[src/rtl/alu_accumulator.sv]
`default_nettype none
// ============================================================================
// Module      : alu_accumulator
// Description : Handshaked command sequencer and writeback stage around a
//               combinational alu. Holds the accumulator and status flags.
//               Optional signed-overflow flag: define ALU_ACC_OVERFLOW_EN.
// Revision    : 1.0 - initial release
// ============================================================================
module alu_accumulator #(
    parameter int N = 8
) (
    input  logic         i_clk,
    input  logic         i_reset,
    input  logic         i_valid,
    output logic         o_ready,
    input  logic [2:0]   i_op,
    input  logic [N-1:0] i_operand,
    output logic [N-1:0] o_alu_a,
    output logic [N-1:0] o_alu_b,
    output logic [1:0]   o_alu_ctrl,
    input  logic [N-1:0] i_alu_result,
    input  logic         i_alu_carry_out,
    output logic [N-1:0] o_acc,
    output logic         o_carry,
    output logic         o_zero,
    output logic         o_overflow,
    output logic         o_done
);

    localparam logic [2:0] c_OP_ADD  = 3'b000;
    localparam logic [2:0] c_OP_SUB  = 3'b001;
    localparam logic [2:0] c_OP_AND  = 3'b010;
    localparam logic [2:0] c_OP_OR   = 3'b011;
    localparam logic [2:0] c_OP_LOAD = 3'b100;

    typedef enum logic [0:0] {
        ST_IDLE = 1'b0,
        ST_EXEC = 1'b1
    } state_t;

    state_t       r_state;
    state_t       w_state_next;
    logic         w_accept;
    logic [N-1:0] r_acc;
    logic [N-1:0] r_operand;
    logic [2:0]   r_op;
    logic         r_carry;
    logic         r_zero;
    logic         r_done;
    logic         w_res_zero;

    assign w_accept   = (r_state == ST_IDLE) && i_valid;
    assign w_res_zero = (i_alu_result == '0);

    // ALU is fed only from registers, so its inputs are stable for the whole EXEC cycle.
    assign o_alu_a    = r_acc;
    assign o_alu_b    = r_operand;
    assign o_alu_ctrl = r_op[1:0];
    assign o_ready    = (r_state == ST_IDLE);
    assign o_acc      = r_acc;
    assign o_carry    = r_carry;
    assign o_zero     = r_zero;
    assign o_done     = r_done;

    always_ff @(posedge i_clk) begin
        if (i_reset) begin
            r_state <= ST_IDLE;
        end else begin
            r_state <= w_state_next;
        end
    end

    always_comb begin
        w_state_next = r_state;
        case (r_state)
            ST_IDLE: if (i_valid) w_state_next = ST_EXEC;
            ST_EXEC: w_state_next = ST_IDLE;
            default: w_state_next = ST_IDLE;
        endcase
    end

`ifdef ALU_ACC_OVERFLOW_EN
    logic r_overflow;
    logic w_ovf_add;
    logic w_ovf_sub;

    assign w_ovf_add  = (r_acc[N-1] == r_operand[N-1]) && (i_alu_result[N-1] != r_acc[N-1]);
    assign w_ovf_sub  = (r_acc[N-1] != r_operand[N-1]) && (i_alu_result[N-1] != r_acc[N-1]);
    assign o_overflow = r_overflow;

    always_ff @(posedge i_clk) begin
        if (i_reset) begin
            r_overflow <= 1'b0;
        end else if (r_state == ST_EXEC) begin
            case (r_op)
                c_OP_ADD:                     r_overflow <= w_ovf_add;
                c_OP_SUB:                     r_overflow <= w_ovf_sub;
                c_OP_AND, c_OP_OR, c_OP_LOAD: r_overflow <= 1'b0;
                default:                      r_overflow <= r_overflow;
            endcase
        end
    end
`else
    assign o_overflow = 1'b0;
`endif

    always_ff @(posedge i_clk) begin
        if (i_reset) begin
            r_acc     <= '0;
            r_operand <= '0;
            r_op      <= '0;
            r_carry   <= 1'b0;
            r_zero    <= 1'b0;
            r_done    <= 1'b0;
        end else begin
            r_done <= 1'b0;
            if (w_accept) begin
                r_op      <= i_op;
                r_operand <= i_operand;
            end
            if (r_state == ST_EXEC) begin
                r_done <= 1'b1;
                case (r_op)
                    c_OP_ADD, c_OP_SUB: begin
                        r_acc   <= i_alu_result;
                        r_carry <= i_alu_carry_out;
                        r_zero  <= w_res_zero;
                    end
                    c_OP_AND, c_OP_OR: begin
                        r_acc  <= i_alu_result;
                        r_zero <= w_res_zero;
                    end
                    // LOAD bypasses the ALU entirely.
                    c_OP_LOAD: begin
                        r_acc  <= r_operand;
                        r_zero <= (r_operand == '0);
                    end
                    default: ;
                endcase
            end
        end
    end

endmodule
`default_nettype wire

[config.mk]
export PLATFORM = sky130hd
export DESIGN_NAME = alu_accumulator
export DESIGN_NICKNAME = d
export VERILOG_FILES = /design/src/rtl/alu_accumulator.sv
export SDC_FILE = /design/constraint.sdc
export NUM_CORES = 1
export LEC_CHECK = 0
export BUFFER_PORTS_ARGS = -buffer_cell sky130_fd_sc_hd__buf_2
export CAP_MARGIN = 20
export CORE_ASPECT_RATIO = 0.9
export CORE_MARGIN = 1.5
export CORE_UTILIZATION = 39
export CTS_CLUSTER_DIAMETER = 50
export DETAILED_ROUTE_END_ITERATION = 10
export PLACE_DENSITY = 0.78
export SLEW_MARGIN = 20
export SYNTH_ARGS = -nofsm -noshare
export SYNTH_HDL_FRONTEND = slang
export SYNTH_SLANG_ARGS = --single-unit
[constraint.sdc]
create_clock -name i_clk -period 1.21 [get_ports i_clk]
set_clock_uncertainty 0.1 [all_clocks]
set_input_delay 0.121 -clock i_clk [delete_from_list [all_inputs] [get_ports i_clk]]
set_output_delay 0.121 -clock i_clk [all_outputs]
set_load 0.03 [all_outputs]
==> results.md, run 1 <==
- Dpl cells: around 190
- Initial Util: 40.56%
- Non-Filler Instances: between 200 and 250
- Failing checks: setup timing
- TritonCTS Buffers: 3
- Pre-antenna DRT Iters: 5
- Largest delay share family, worst path: simple AND/OR/NAND/NOR gates
- Pint: 1.176 mW
- Pwr/cell area: ~1100 nW/um^2
- Slowest stage delay, CP: 0.45 ns
- Most frequent cells after synthesis: dfxtp_1 (23), nand2_1 (22), a21oi_1 (20), buf_4 (11), a211oi_1 (10)
- Max-cap violations: 0
- Layout cells sized above 1: 55.00%
- Final Hold Viols: 0
- Placed inst area: 1284 sq um
- Height of the die: 50.64 um
- Clk buf depth: 2
- Synth Warn #: 0
- # IOs: 54
- Buffers inserted by post-CTS timing repair: 0
- Area grow syn2layout: 68.70%
- Post-route ant nets: 0
- Fmax: 752.4 MHz
- # fillers: 173
- Fin crit period: 1.329 ns
- Row Count: 17
- Critical Path AT: 1.43 ns
- Number of global-route vias before repair: between 1000 and 1500
- Post-synthesis cell type count: 18
- Global route total overflow: 0
- Final #Nets: just over 200
- Final WL: 3.390 mm
- RSZ-0062 raised after global routing: true
- Crit path buf inv count: 0
- Hold WC Path Type: in2reg
- CTS sink cnt: 23
- Port buffer count: 52
- DRC violations left: 0
- 1st-iter DRT viols: 31
- Post-synth ARST share: 0%
- Area leader, netlist: dfxtp_1
- Clk slew on worst S/H paths: 0.13 ns
- Average cell area after synthesis: 8.334 sq um
- Max-slew violations: 0
- Design area: approximately 1700 sq um
- Core area: 2425 sq um
- Slowest CP cell: or3b_4
- Worst-path fanout max: 5
- Flops & latches, synth: 23
- Clock insertion delay at the later pin of the skew report: between 0.3 and 0.4 ns
- Part of the power in registers: 48.2%
- CTS tree: built
- Crit path cell chain: or3b_4, a211oi_4, nor4_2
- Switching part of the total: 33.96%
- Die Wd: 55.93 um
- Predominant post-synthesis flop cell: dfxtp_1
- P_sw: 0.6048 mW
- CTS root buffer: clkbuf_4
- Post-Syn Nets: 141
- H-Tree Depth: 1
- Combinational Power Share: 31.5%
- Top cells by area, synth: dfxtp_1 (47%), a21oi_1 (10%), buf_4 (8.4%)
- Vias per cell: 5.288
- Most common cell in the synthesized netlist: dfxtp_1
- Crit path capture type: flip-flop
- First-pass GRT wire length: about 4.6 mm
- GRT Total Usage: 20.74%
- VDD IR-drop max: 0.9226 mV
- Critical path type: reg2reg
- Pre-CTS WS: -0.1332 ns
- Largest net degree at the start of global routing: 24
- Post-route setup slack: -0.1191 ns
- Post-synthesis cell area: slightly below 1000 sq um
- Final HPWL DP: roughly 1.9 mm
- GP Congestion: 0.7635
- EDFF count, synth: 0
- Lkg Pwr: 0.7358 nW
- Clk pwr share: about a fifth
- Status: complete, but fails checks
- Diode count: 0
- Share of the synthesized area in the top cell type: around 47%
- Die area: 2832 sq um
- Setup violators final: 10
- Setup crit start kind: flip-flop
- Sequential share of the synthesized area: 46.82%
- Period utilisation layout: 109.8%
- Cells after Synth: 118
- Total number of vias: 1100
- WP data required: between 1 and 1.5 ns
- Wire per inst: 16.30 um
- Number of antenna violations at the first check in global routing: 0
[worst paths after layout]
| kind | from | end | slack, ns | cells past startpoint |
|---|---|---|---|---|
| setup / recovery | r_op[2] | o_zero | -0.12 | 3 |
| setup reg to reg | r_op[2] | o_zero | -0.12 | 3 |
| hold / removal | i_alu_result[2] | o_acc[2] | 0.07 | 3 |
| hold reg to reg | o_carry | o_carry | 0.41 | 2 |
[sequential cells by signal, indices dropped and copies added, names as in the netlist]
signal and count:
o_acc 8, o_alu_b 8, o_carry 1, o_done 1, o_zero 1, r_op 3, r_state 1
[routing by layer]
metal | wire length [um] | vias to the layer above | part of all wire (%) | global-route usage [%]
met1 | 1382 | 524 | 41 | 24.13
li1 | - | 532 | - | -
met4 | 68 | 0 | 2.0 | 7.143
met5 | 0 | - | 0 | 0
met2 | 1805 | 38 | 53 | 39.09
met3 | 133 | 6 | 3.9 | 2.835
[repair_timing]
action,in CTS,in global routing
resized for setup,27,35
hold buffers,12,0
pin swaps,6,4
hold endpoints to repair,12,0
gates cloned,1,0
endpoints found under the setup margin,25,20
[cells in the final DEF (no fill, tap or decap), types with 2 or more instances in the layout]
cell type / n
buf_2: 41
nand2_1: 22
a21oi_1: 20
buf_6: 15
dlygate4sd3_1: 12
dfxtp_1: 11
dfxtp_2: 11
o22ai_2: 8
a211oi_1: 8
clkbuf_4: 6
nor2_1: 3
buf_4: 3
or3b_4: 2
nor4_4: 2
nor4_1: 2
[power groups by stage]
stage	sequential (mW)	clock [mW]	combinational, mW
after floorplan	0.938	0	0.224
after global placement	0.853	0	0.426
after detailed placement	0.857	0	0.433
after CTS	0.845	0.358	0.502
after global routing	0.864	0.412	0.588
final	0.858	0.360	0.562
[metrics by stage]
stage	power, mW	setup TNS, ns	util (%)	hold slack (ns)
after floorplan	1.161	-0.4072	-	0.09376
after global placement	1.279	-1.306	52.94	0.2613
after detailed placement	1.290	-2.203	52.94	0.2651
after CTS	1.705	-0.1849	63.26	0.06203
after global routing	1.863	-1.359	68.42	0.06261
final	1.781	-0.6063	68.42	0.06699
[tightest hold or removal path: stages]
cell,delay [ns]
buf_2,0.11
o22ai_2,0.12
a211oi_1,0.08
[cell type report]
cell class | instances | area (sq um) | area share [%]
clock buffers | 3 | 22.52 | 1.357
clock inverters | 1 | 5.005 | 0.3017
inverters | 1 | 11.26 | 0.6787
multi-input cells | 76 | 533.0 | 32.13
flip-flops and latches | 23 | 478.0 | 28.81
well taps | 28 | 35.03 | 2.112
repair buffers | 76 | 574.3 | 34.62
[cells by family after synthesis]
logic type      after synthesis  share of synthesized area [%]
compound gates               39                          23.79
mux                           1                          1.018
buf+inv                      20                          12.34
other cells                   1                         0.3813
simple gates                 34                          15.65
flops                        23                          46.82
Note: power is estimated with default switching activity, not from simulation.
==> inputs of run 2 (changes only) <==
--- a/config.mk
+++ b/config.mk
@@ -9,10 +9,10 @@
 export CAP_MARGIN = 20
 export CORE_ASPECT_RATIO = 0.9
 export CORE_MARGIN = 1.5
-export CORE_UTILIZATION = 39
+export CORE_UTILIZATION = 43
 export CTS_CLUSTER_DIAMETER = 50
 export DETAILED_ROUTE_END_ITERATION = 10
-export PLACE_DENSITY = 0.78
+export PLACE_DENSITY = 0.82
 export SLEW_MARGIN = 20
 export SYNTH_ARGS = -nofsm -noshare
 export SYNTH_HDL_FRONTEND = slang
==> constraint.sdc (replaced) <==
create_clock -name i_clk -period 1.23 [get_ports i_clk]
set_clock_uncertainty 0.1 [all_clocks]
set_input_delay 0.123 -clock i_clk [delete_from_list [all_inputs] [get_ports i_clk]]
set_output_delay 0.123 -clock i_clk [all_outputs]
set_load 0.03 [all_outputs]
==> results.md, run 2 (synthesis gave the netlist of run 1 again) <==
- Global route total overflow: 0
- Core area: 2162 sq um
- Lkg Pwr: 0.7529 nW
- Diode count: 0
- Layout cells sized above 1: 55.91%
- Hold WC Path Type: in2reg
- Number of antenna violations at the first check in global routing: 0
- Area grow syn2layout: 66.54%
- VDD IR-drop max: 0.9019 mV
- Initial Util: 45.49%
- Max-cap violations: 0
- Number of global-route vias before repair: a little over 1000
- Total number of vias: between 1000 and 1500
- Pre-antenna DRT Iters: 4
- Worst-path fanout max: 4
- Pwr/cell area: approximately 1100 nW/um^2
- Vias per cell: approximately 5.4
- Height of the die: about 48 um
- Setup crit start kind: flip-flop
- Largest net degree at the start of global routing: 24
- Setup violators final: 8
- Critical path type: reg2reg
- H-Tree Depth: 1
- Commonest non-fill, non-tap cell in the layout: buf_2
- DRC violations left: 0
- Final #Nets: 210
- Die Wd: 53.41 um
- 1st-iter DRT viols: 40
- Post-route ant nets: 0
- Clock insertion delay at the later pin of the skew report: 0.31 ns
- Crit path capture type: flip-flop
- CTS sink cnt: 23
- Fin Setup TNS: -0.3781 ns
- Max-slew violations: 0
- Final HPWL DP: between 1.5 and 2 mm
- Wire per inst: between 15 and 20 um
- Die area: 2583 sq um
- Failing checks: setup timing
- TritonCTS Buffers: 3
- Critical Path AT: 1.45 ns
- Row Count: 16
- CTS root buffer: clkbuf_4
- GP Congestion: 0.9023
- Fmax: 751.6 MHz
- Clk buf depth: 2
- # IOs: 54
- RSZ-0062 raised after global routing: true
- First-pass GRT wire length: 4.567 mm
- Post-route setup slack: -0.1004 ns
- Most frequent cells in the layout: buf_2 (45), nand2_1 (22), a21oi_1 (20)
- Final Hold Viols: 0
- Clk slew on worst S/H paths: about 0.13 ns
- CTS tree: built
- PnR Total Power: 1.732 mW
- WP data required: ~1.4 ns
- Post-layout util: 75.75%
- Status: complete, but fails checks
- GRT Total Usage: 23.56%
- Port buffer count: 52
- Final WL: 3.315 mm
- Fin crit period: 1.330 ns
- # fillers: 152
- Period utilisation layout: 108.2%
run 2: final timing paths:
path | end | slack (ns) | depth (start not counted) | from
min reg2reg | o_alu_b[3] | 0.42 | 2 | o_alu_b[3]
max reg2reg | o_acc[7] | -0.10 | 5 | r_op[0]
max | o_acc[7] | -0.10 | 5 | r_op[0]
min | r_op[0] | 0.08 | 4 | i_valid
run 2: per-layer routing:
layer / up-vias / track usage, % / part of all wire (%)
li1: 541 / - / -
met1: 544 / 30.63 / 39
met2: 58 / 40.74 / 55
met3: 2 / 2.778 / 6.0
met4: 0 / 5.556 / 0.12
met5: - / 0 / 0
run 2: metrics by stage:
stage / cell area, sq um / hold slack, ns / cells / worst slack, ns
floorplan: 1010 / 0.09576 / 118 / -0.02828
global placement: 1270 / 0.2609 / 190 / -0.07417
detailed placement: 1270 / 0.2667 / 190 / -0.1044
CTS: 1509 / 0.06840 / 207 / -0.04596
global route: 1638 / 0.07491 / 213 / -0.1768
finish: 1638 / 0.07680 / 213 / -0.1004
run 2: critical path, cell delays in order (launching register included):
cell and delay, ns:
dfxtp_2 0.35, buf_4 0.15, o21ai_4 0.16, buf_2 0.17, a21oi_1 0.09, a211oi_1 0.22
run 2: power by group:
group / leakage, nW / switching, mW / internal (mW) / total [mW]
sequential: 0.194 / 0.0420 / 0.795 / 0.837
clock: 0.0177 / 0.230 / 0.121 / 0.351
combinational: 0.541 / 0.312 / 0.231 / 0.543
total: 0.753 / 0.584 / 1.15 / 1.73
run 2: area by class of cell:
| cell class | instances | area [sq um] | share of cell area [%] |
|---|---|---|---|
| repair buffers | 82 | 564.3 | 34.45 |
| multi-input cells | 76 | 523.0 | 31.93 |
| inverters | 1 | 11.26 | 0.6875 |
| clock inverters | 1 | 5.005 | 0.3056 |
| well taps | 27 | 33.78 | 2.063 |
| flip-flops and latches | 23 | 478.0 | 29.18 |
| clock buffers | 3 | 22.52 | 1.375 |
run 2: timing repair:
| action | CTS | global route |
|---|---|---|
| endpoints found under the hold margin | 12 | 0 |
| cloned | 1 | 1 |
| gates resized for setup | 23 | 29 |
| setup endpoints to repair | 23 | 20 |
| hold buffers | 12 | 0 |
| setup buffers | 0 | 5 |
| pin swaps | 3 | 7 |
